File: src/rtl/debug_pkg.sv
// Constants and state encoding shared by the debug frame receiver and the encoder side.
package debug_pkg;

    typedef enum logic [2:0] {
        ST_IDLE = 3'd0,
        ST_DH   = 3'd1,
        ST_DL   = 3'd2,
        ST_SH   = 3'd3,
        ST_SL   = 3'd4,
        ST_EOF  = 3'd5
    } state_t;

    localparam logic [7:0] SOF_BYTE = 8'h24;
    localparam logic [7:0] LF_BYTE  = 8'h0A;

endpackage

File: src/rtl/gap_timer.sv
// Counts idle clocks between bytes of a frame; expired flags the final clock of the allowed gap.
module gap_timer #(
    parameter logic [25:0] TIMEOUT_CYCLES = 26'd1000000
) (
    input  logic i_clk,
    input  logic i_rst,
    input  logic clear,
    input  logic enable,
    output logic expired
);

    logic [25:0] cnt_q;
    logic [25:0] cnt_d;

    assign expired = enable && (cnt_q == (TIMEOUT_CYCLES - 26'd1));

    // next count: cleared by a byte or on expiry, otherwise advance while enabled
    always_comb begin
        cnt_d = cnt_q;
        if (clear || expired) begin
            cnt_d = 26'd0;
        end else if (enable) begin
            cnt_d = cnt_q + 26'd1;
        end else begin
            cnt_d = cnt_q;
        end
    end

    // count register
    always_ff @(posedge i_clk or negedge i_rst) begin
        if (!i_rst) begin
            cnt_q <= 26'd0;
        end else begin
            cnt_q <= cnt_d;
        end
    end

endmodule

File: src/rtl/debug_frame_rx.sv
// Decodes $-delimited debug frames (SOF, dest16, src16, SOF) from a UART rx buffer
// and publishes the addresses of the last good frame.
module debug_frame_rx #(
    parameter logic [25:0] TIMEOUT_CYCLES = 26'd1000000,
    parameter logic [7:0]  SOF_BYTE       = debug_pkg::SOF_BYTE
) (
    input  logic        i_clk,
    input  logic        i_rst,
    input  logic [7:0]  i_rdata,
    input  logic        i_rready,
    output logic        o_rreq,
    output logic [15:0] o_dest_addr,
    output logic [15:0] o_src_addr,
    output logic        o_frame_valid,
    output logic        o_frame_err,
    output logic [7:0]  o_frame_cnt,
    output logic        o_busy
);

    debug_pkg::state_t state_q, state_d;
    logic [15:0] dest_sh_q, dest_sh_d, src_sh_q, src_sh_d;
    logic [15:0] dest_q, dest_d, src_q, src_d;
    logic [7:0]  cnt_q, cnt_d;
    logic        valid_q, valid_d, err_q, err_d, busy_q, busy_d;
    logic        accept_s, timeout_s, in_idle_s;

    assign accept_s  = i_rready;
    assign in_idle_s = (state_q == debug_pkg::ST_IDLE);

    gap_timer #(.TIMEOUT_CYCLES(TIMEOUT_CYCLES)) u_gap_timer (
        .i_clk   (i_clk),
        .i_rst   (i_rst),
        .clear   (accept_s || in_idle_s),
        .enable  (!accept_s && !in_idle_s),
        .expired (timeout_s)
    );

    // frame FSM next state and registered-output next values
    always_comb begin
        state_d   = state_q;
        dest_sh_d = dest_sh_q;
        src_sh_d  = src_sh_q;
        dest_d    = dest_q;
        src_d     = src_q;
        cnt_d     = cnt_q;
        valid_d   = 1'b0;
        err_d     = 1'b0;
        if (accept_s) begin
            case (state_q)
                debug_pkg::ST_IDLE: begin
                    if (i_rdata == SOF_BYTE) begin
                        state_d = debug_pkg::ST_DH;
                    end else begin
                        state_d = debug_pkg::ST_IDLE;
                    end
                end
                debug_pkg::ST_DH: begin
                    dest_sh_d[15:8] = i_rdata;
                    state_d         = debug_pkg::ST_DL;
                end
                debug_pkg::ST_DL: begin
                    dest_sh_d[7:0] = i_rdata;
                    state_d        = debug_pkg::ST_SH;
                end
                debug_pkg::ST_SH: begin
                    src_sh_d[15:8] = i_rdata;
                    state_d        = debug_pkg::ST_SL;
                end
                debug_pkg::ST_SL: begin
                    src_sh_d[7:0] = i_rdata;
                    state_d       = debug_pkg::ST_EOF;
                end
                debug_pkg::ST_EOF: begin
                    // a bad terminator is dropped, not reused as the next SOF
                    if (i_rdata == SOF_BYTE) begin
                        dest_d  = dest_sh_q;
                        src_d   = src_sh_q;
                        cnt_d   = cnt_q + 8'd1;
                        valid_d = 1'b1;
                    end else begin
                        err_d = 1'b1;
                    end
                    state_d = debug_pkg::ST_IDLE;
                end
                default: begin
                    state_d = debug_pkg::ST_IDLE;
                end
            endcase
        end else if (timeout_s) begin
            err_d   = 1'b1;
            state_d = debug_pkg::ST_IDLE;
        end else begin
            state_d = state_q;
        end
        busy_d = (state_d != debug_pkg::ST_IDLE);
    end

    // state, shadow and output registers
    always_ff @(posedge i_clk or negedge i_rst) begin
        if (!i_rst) begin
            state_q   <= debug_pkg::ST_IDLE;
            dest_sh_q <= 16'd0;
            src_sh_q  <= 16'd0;
            dest_q    <= 16'd0;
            src_q     <= 16'd0;
            cnt_q     <= 8'd0;
            valid_q   <= 1'b0;
            err_q     <= 1'b0;
            busy_q    <= 1'b0;
        end else begin
            state_q   <= state_d;
            dest_sh_q <= dest_sh_d;
            src_sh_q  <= src_sh_d;
            dest_q    <= dest_d;
            src_q     <= src_d;
            cnt_q     <= cnt_d;
            valid_q   <= valid_d;
            err_q     <= err_d;
            busy_q    <= busy_d;
        end
    end

    assign o_rreq        = i_rready;
    assign o_dest_addr   = dest_q;
    assign o_src_addr    = src_q;
    assign o_frame_valid = valid_q;
    assign o_frame_err   = err_q;
    assign o_frame_cnt   = cnt_q;
    assign o_busy        = busy_q;

endmodule

File: config.mk
export PLATFORM = sky130hd
export DESIGN_NAME = debug_frame_rx
export DESIGN_NICKNAME = d
export VERILOG_FILES = /design/src/rtl/debug_pkg.sv /design/src/rtl/gap_timer.sv /design/src/rtl/debug_frame_rx.sv
export SDC_FILE = /design/constraint.sdc
export NUM_CORES = 1
export LEC_CHECK = 0
export ABC_AREA = 1
export BUFFER_PORTS_ARGS = -buffer_cell sky130_fd_sc_hd__buf_2
export CORE_MARGIN = 10
export CORE_UTILIZATION = 50
export CTS_CLUSTER_SIZE = 30
export DETAILED_ROUTE_END_ITERATION = 8
export GPL_ROUTABILITY_DRIVEN = 0
export GPL_TIMING_DRIVEN = 0
export HOLD_SLACK_MARGIN = 0.06
export PLACE_DENSITY = 0.82
export SLEW_MARGIN = 20
export SYNTH_ARGS = -nofsm -noshare
export SYNTH_HDL_FRONTEND = slang
export SYNTH_SLANG_ARGS = --single-unit
File: constraint.sdc
create_clock -name i_clk -period 1.5 [get_ports i_clk]
set_clock_uncertainty 0.1 [all_clocks]
set_input_delay 0.075 -clock i_clk [delete_from_list [all_inputs] [get_ports i_clk]]
set_output_delay 0.075 -clock i_clk [all_outputs]
set_load 0.005 [all_outputs]
Word-level counts from Yosys, hierarchy flattened --
Cells that the tools add are included.
Storage, ports and cells: output and inout bits 44, word-level logic and storage cells 48, bits in registers 104, input bits 11
Cells by class: add/sub/neg operators 2, reductions and logical operators 14, mux-type cells 13, eq/ne operators 7
Operators by type and width (number):
- 26-bit two-way mux | 2
- 26-bit by 1-bit adder with 26-bit output, second input constant | 1
- 26-bit by 20-bit equality test with 1-bit output, second input constant | 1
- 3-bit case mux with 5 select lines | 1
- 8-bit by 1-bit adder with 8-bit output, second input constant | 1
- 8-bit by 6-bit equality test with 1-bit output, second input constant | 1
- 1-bit two-way mux | 8
- 2-bit AND reduction | 4
- 3-bit by 2-bit equality test with 1-bit output, second input constant | 2
- 3-bit equality test, second input constant | 2
- 3-bit two-way mux | 2
- 3-bit by 1-bit equality test with 1-bit output, second input constant | 1
- 3-bit logical NOT | 1
- 3-bit AND reduction | 1
- 3-bit nonzero test | 1
- 1-bit logical AND | 2
- 1-bit logical NOT | 2
- 1-bit logical OR | 2
- 2-bit nonzero test | 1

Longest topological paths before layout --
depth after elaboration 7, gate-level depth with buffers 9, depth with buffers taken out 9

Cells and area by module --
Synthesis repeated with hierarchy kept, for this count alone.
Unflattened totals: cell total of the unflattened synthesis 617, area, all modules 4942.2 µm²
By module, submodules not included:
- debug_frame_rx | area each 3148.0 µm², cells an instance 355, instances 1
- gap_timer | area each 1794.2 µm², cells an instance 262, instances 1

Least setup slack after synthesis --
Ideal clock, no wire load.
kind register -> register, from reg u_gap_timer.cnt_q[0], to reg u_gap_timer.cnt_q[13], stages on the path, launching flop included 10, slack -0.028 ns, period minus slack after synthesis 1.528 ns, arrival 1.309 ns, cell sequence dfrtp_1 ha_1 nand2_2 nor2_4 nand2_1 nor2_2 nand2_2 nand2_4 buf_6 nor2_1
Between the ends: longest elaborated chain between the ends 4, elaborated cells on any way between the ends 7, classes of those cells add/sub: 1; eq/ne: 1; mux: 2; reduce/logical: 3
RTL lines:
- start, declared | RTL line gap_timer.sv:12 | logic [25:0] cnt_q;
- start signal, assigned | RTL line gap_timer.sv:34 | cnt_q <= cnt_d;
- parallel branches: the longest is 4 deep, another holds 26-bit by 1-bit adder with 26-bit output
Several ways; the timed one is not identified. The select of a mux whose other input is x is not followed. A chain may end at the register's enable or synchronous reset.

Worst setup path in the final report --
from reg u_gap_timer.cnt_q[11], to reg u_gap_timer.cnt_q[6]
Between the ends: longest elaborated chain between the ends 4, elaborated cells on any way between the ends 5, classes of those cells eq/ne: 1; mux: 1; reduce/logical: 3
RTL lines:
- 26-bit by 20-bit equality test with 1-bit output (*) | RTL line gap_timer.sv:15 | assign expired = enable && (cnt_q == (TIMEOUT_CYCLES - 26'd1));
- 1-bit logical AND (*) | RTL line gap_timer.sv:15
- 1-bit logical OR (*) | RTL line gap_timer.sv:20 | if (clear || expired) begin
- 26-bit two-way mux or 2-bit nonzero test (tied branches)
Every way passes the cells marked *; elsewhere a longest branch is shown, timed or not.

==> results.py <==
metrics = {
    "power": {
        "combinationalPowerShare": 0.239,
        "switchingPower_uw": 2393,
        "p_clk_frac": 0.242,
        "switching_share": 0.3424,
        "ir_drop_mv": 0.6841,
        "pwr-share-seq": 0.519,
        "internal_power_uw": 4595,
        "power.leakage_uw": 0.003111,
        "p_per_area_nw_per_um2": 1133,
    },
    "detailed_routing": {
        "remaining_drc_errors": 0,
        "vias_per_cell": 5.558,
        "detail_route.wirelength_microns": 13720,
        "vias": 4374,
        "ant_nets": 0,
        "wl_per_cell_microns": 17.43,
        "first_pass_iters": 6,
        "drt-initial-drc-count": 366,
    },
    "synthesis": {
        "synth.distinct_cells": 27,
        "synth_top_cells_by_area": "dfrtp_1, nand2_1, nor2_1, o21ai_0, inv_1",
        "synth-seq-cells": 104,
        "synth.avg_cell_area_sq_um": 8.331,
        "synth_edf_count": 0,
        "netlist_area_sq_um": 4682,
        "synth-async-reset-ratio": 1.000,
        "synth_top_cells_by_count": "nand2_1, dfrtp_1, nor2_1",
        "netlist.area_leader.share": 0.5559,
        "ys_seq_area_frac": 0.5559,
        "synth_area_leader_cell": "dfrtp_1",
        "syn_nets": 575,
        "synthFlopType": "dfrtp_1",
        "synth_most_common_cell": "nand2_1",
        "syn-instance-count": 562,
        "ys.warnings.count": 0,
    },
    "timing": {
        "final-setup-viol-count": 73,
        "finalWorstSetupSlack_ns": -0.1815,
        "hold_violations": 0,
        "max_slew_margin": 0.7773,
        "fmax_mhz": 594.7,
        "finalCritPeriodShare": 1.121,
        "setup_tns_ns": -7.037,
        "slew_violations": 0,
        "period_needed_ns": 1.682,
        "worst_pin_slew_ns": 0.3315,
        "grt_setup_unrepaired": "true",
    },
    "global_route": {
        "grt_antenna_before_repair": 0,
        "overflow": 0,
        "grt_max_degree": 75,
        "grt_use_total": 0.1770,
        "grt_pass1_wl_microns": 19240,
        "first_global_vias": 4091,
    },
    "critical_path": {
        "cp.arrival_ns": 1.84,
        "cp_slowest_stage_delay_ns": 0.44,
        "crit_path_cell_trace": "inv_1 -> nand2_2 -> nor2_2 -> nand2_1 -> nor2_2 -> nand2_2 -> nand2_4 -> clkbuf_16 -> nor3_2",
        "cp_max_fo": 7,
        "end_kind": "register",
        "worstPathRequired_ns": 1.66,
        "cp_top_family": "simple AND/OR/NAND/NOR gates",
        "cp_num_buf_inv": 2,
        "crit_path_top_delay_cell": "dfrtp_1",
        "crit_path_start_kind": "register",
        "path_class": "reg2reg",
    },
    "cts": {
        "clk_latency_ns": 0.37,
        "cts-root-buf": "clkbuf_8",
        "clockBufferDepth": 2,
        "clkTransAtPathRegs_ns": 0.11,
        "numClockSinks": 104,
        "cts_buffers": 9,
        "cts_max_level": 3,
        "cts_tree": "yes",
    },
    "placed_design": {
        "place_area_sq_um": 5125,
        "post-dp-hpwl_microns": 7950,
        "dp_slack_ns": -0.2459,
        "io_buffers": 54,
    },
    "final_layout": {
        "fin_nets": 684,
        "nFillCells": 670,
        "final_cell_area_sq_um": 6168,
        "layout-drive-gt1-share": 0.3358,
        "diodes": 0,
        "area_growth_syn_to_layout_pct": 31.75,
    },
    "floorplan": {
        "die_w_microns": 116.8,
        "io_pins": 55,
        "die_area_sq_um": 13630,
        "start_util": 0.5091,
        "num_rows": 35,
        "coreArea_sq_um": 9196,
        "die_h_microns": 116.8,
    },
    "min_path": {
        "worstHoldPathType": "in2reg",
    },
    "run_status": {
        "violations": "negative setup slack",
        "status": "finished with violations",
    },
    "flow_run": {
        "max_cap_viol_count": 0,
    },
}
-- cell type report --
type | instances | area, sq um | area share
clock buffers | 9 | 123.9 | 0.02008
plain buffers | 13 | 141.4 | 0.02292
flip-flops and latches | 104 | 2606 | 0.4225
inverters | 53 | 206.4 | 0.03347
multi-input cells | 391 | 2097 | 0.3400
repair buffers | 99 | 795.8 | 0.1290
clock inverters | 7 | 58.81 | 0.009533
well taps | 111 | 138.9 | 0.02252
-- cells by family after synthesis --
| logic type | after synthesis | synth area share |
|---|---|---|
| AOI/OAI and AO/OA | 41 | 0.04490 |
| xor gates and xnor gates | 14 | 0.02619 |
| adders and majority gates | 2 | 0.005344 |
| buffers and inverters | 67 | 0.06146 |
| DFF | 104 | 0.5559 |
| and+or+nand+nor | 334 | 0.3063 |
-- tightest hold or removal path, delay by kind of cell --
kind,cells,cell delay [ns]
and+or+nand+nor,2,0.15
AOI/OAI and AO/OA,1,0.10
buffers and inverters,1,0.17
-- final timing paths --
path	slack [ns]	start	depth (start not counted)	endpoint
min in group asynchronous	0.63	i_rst	3	o_frame_cnt[4]
worst max register to register	-0.18	u_gap_timer.cnt_q[11]	9	u_gap_timer.cnt_q[6]
worst min-delay path	0.06	i_rready	4	u_gap_timer.cnt_q[4]
max in group asynchronous	0.14	i_rst	4	o_dest_addr[3]
worst min register to register	0.38	o_src_addr[1]	2	o_src_addr[1]
worst max-delay path	-0.18	u_gap_timer.cnt_q[11]	9	u_gap_timer.cnt_q[6]
-- placed cells by master (no fill, tap or decap), types with 11 or more instances in the layout --
| cell type | n |
|---|---|
| nand2_1 | 161 |
| dfrtp_1 | 101 |
| buf_2 | 54 |
| nor2_1 | 46 |
| nand2_2 | 41 |
| inv_1 | 40 |
| o21ai_0 | 32 |
| buf_4 | 20 |
| nand3_1 | 19 |
| nor2_2 | 16 |
| nor2_4 | 14 |
| inv_2 | 12 |
| dlygate4sd3_1 | 12 |
| buf_6 | 11 |
-- layer usage --
metal,vias up,share of wire,routed length (microns),GRT usage
met4,0,0.037,502,0.06837
li1,1975,-,-,-
met3,54,0.085,1160,0.03749
met2,259,0.50,6903,0.3037
met1,2086,0.38,5154,0.2124
met5,-,0,0,0
-- sequential cells by signal (all words and copies together), names as in the netlist, 3 cells and up --
register / cells
src_sh_q: 16
o_src_addr: 16
state_q: 3
o_frame_cnt: 8
o_dest_addr: 16
dest_sh_q: 16
u_gap_timer.cnt_q: 26
-- what timing repair did --
action | CTS | global route
buffers inserted | 12 | 13
hold buffers | 12 | 0
pin swaps | 5 | 24
gates resized for setup | 21 | 117
hold endpoints to repair | 138 | 0
setup endpoints to repair | 67 | 160
cloned | 1 | 7
-- power by group through the flow --
stage               clock [uW]  combinational, uW  sequential, uW
floorplan                    0                772            3540
global placement             0               1020            3590
detailed placement           0               1090            3610
CTS                       1670               1330            3550
global route              1830               1850            3680
finish                    1690               1670            3630
-- through the flow --
step,util,total power (uW),hold WS (ns),std cells
2_1_floorplan,-,4313,-0.3206,562
3_3_place_gp,0.5536,4613,0.2936,727
3_5_place_dp,0.5573,4705,-0.1276,728
4_1_cts,0.6086,6557,0.06573,769
5_1_grt,0.6707,7355,0.07673,787
6_report,0.6707,6988,0.05962,787
(Power assumes the default switching activity.)
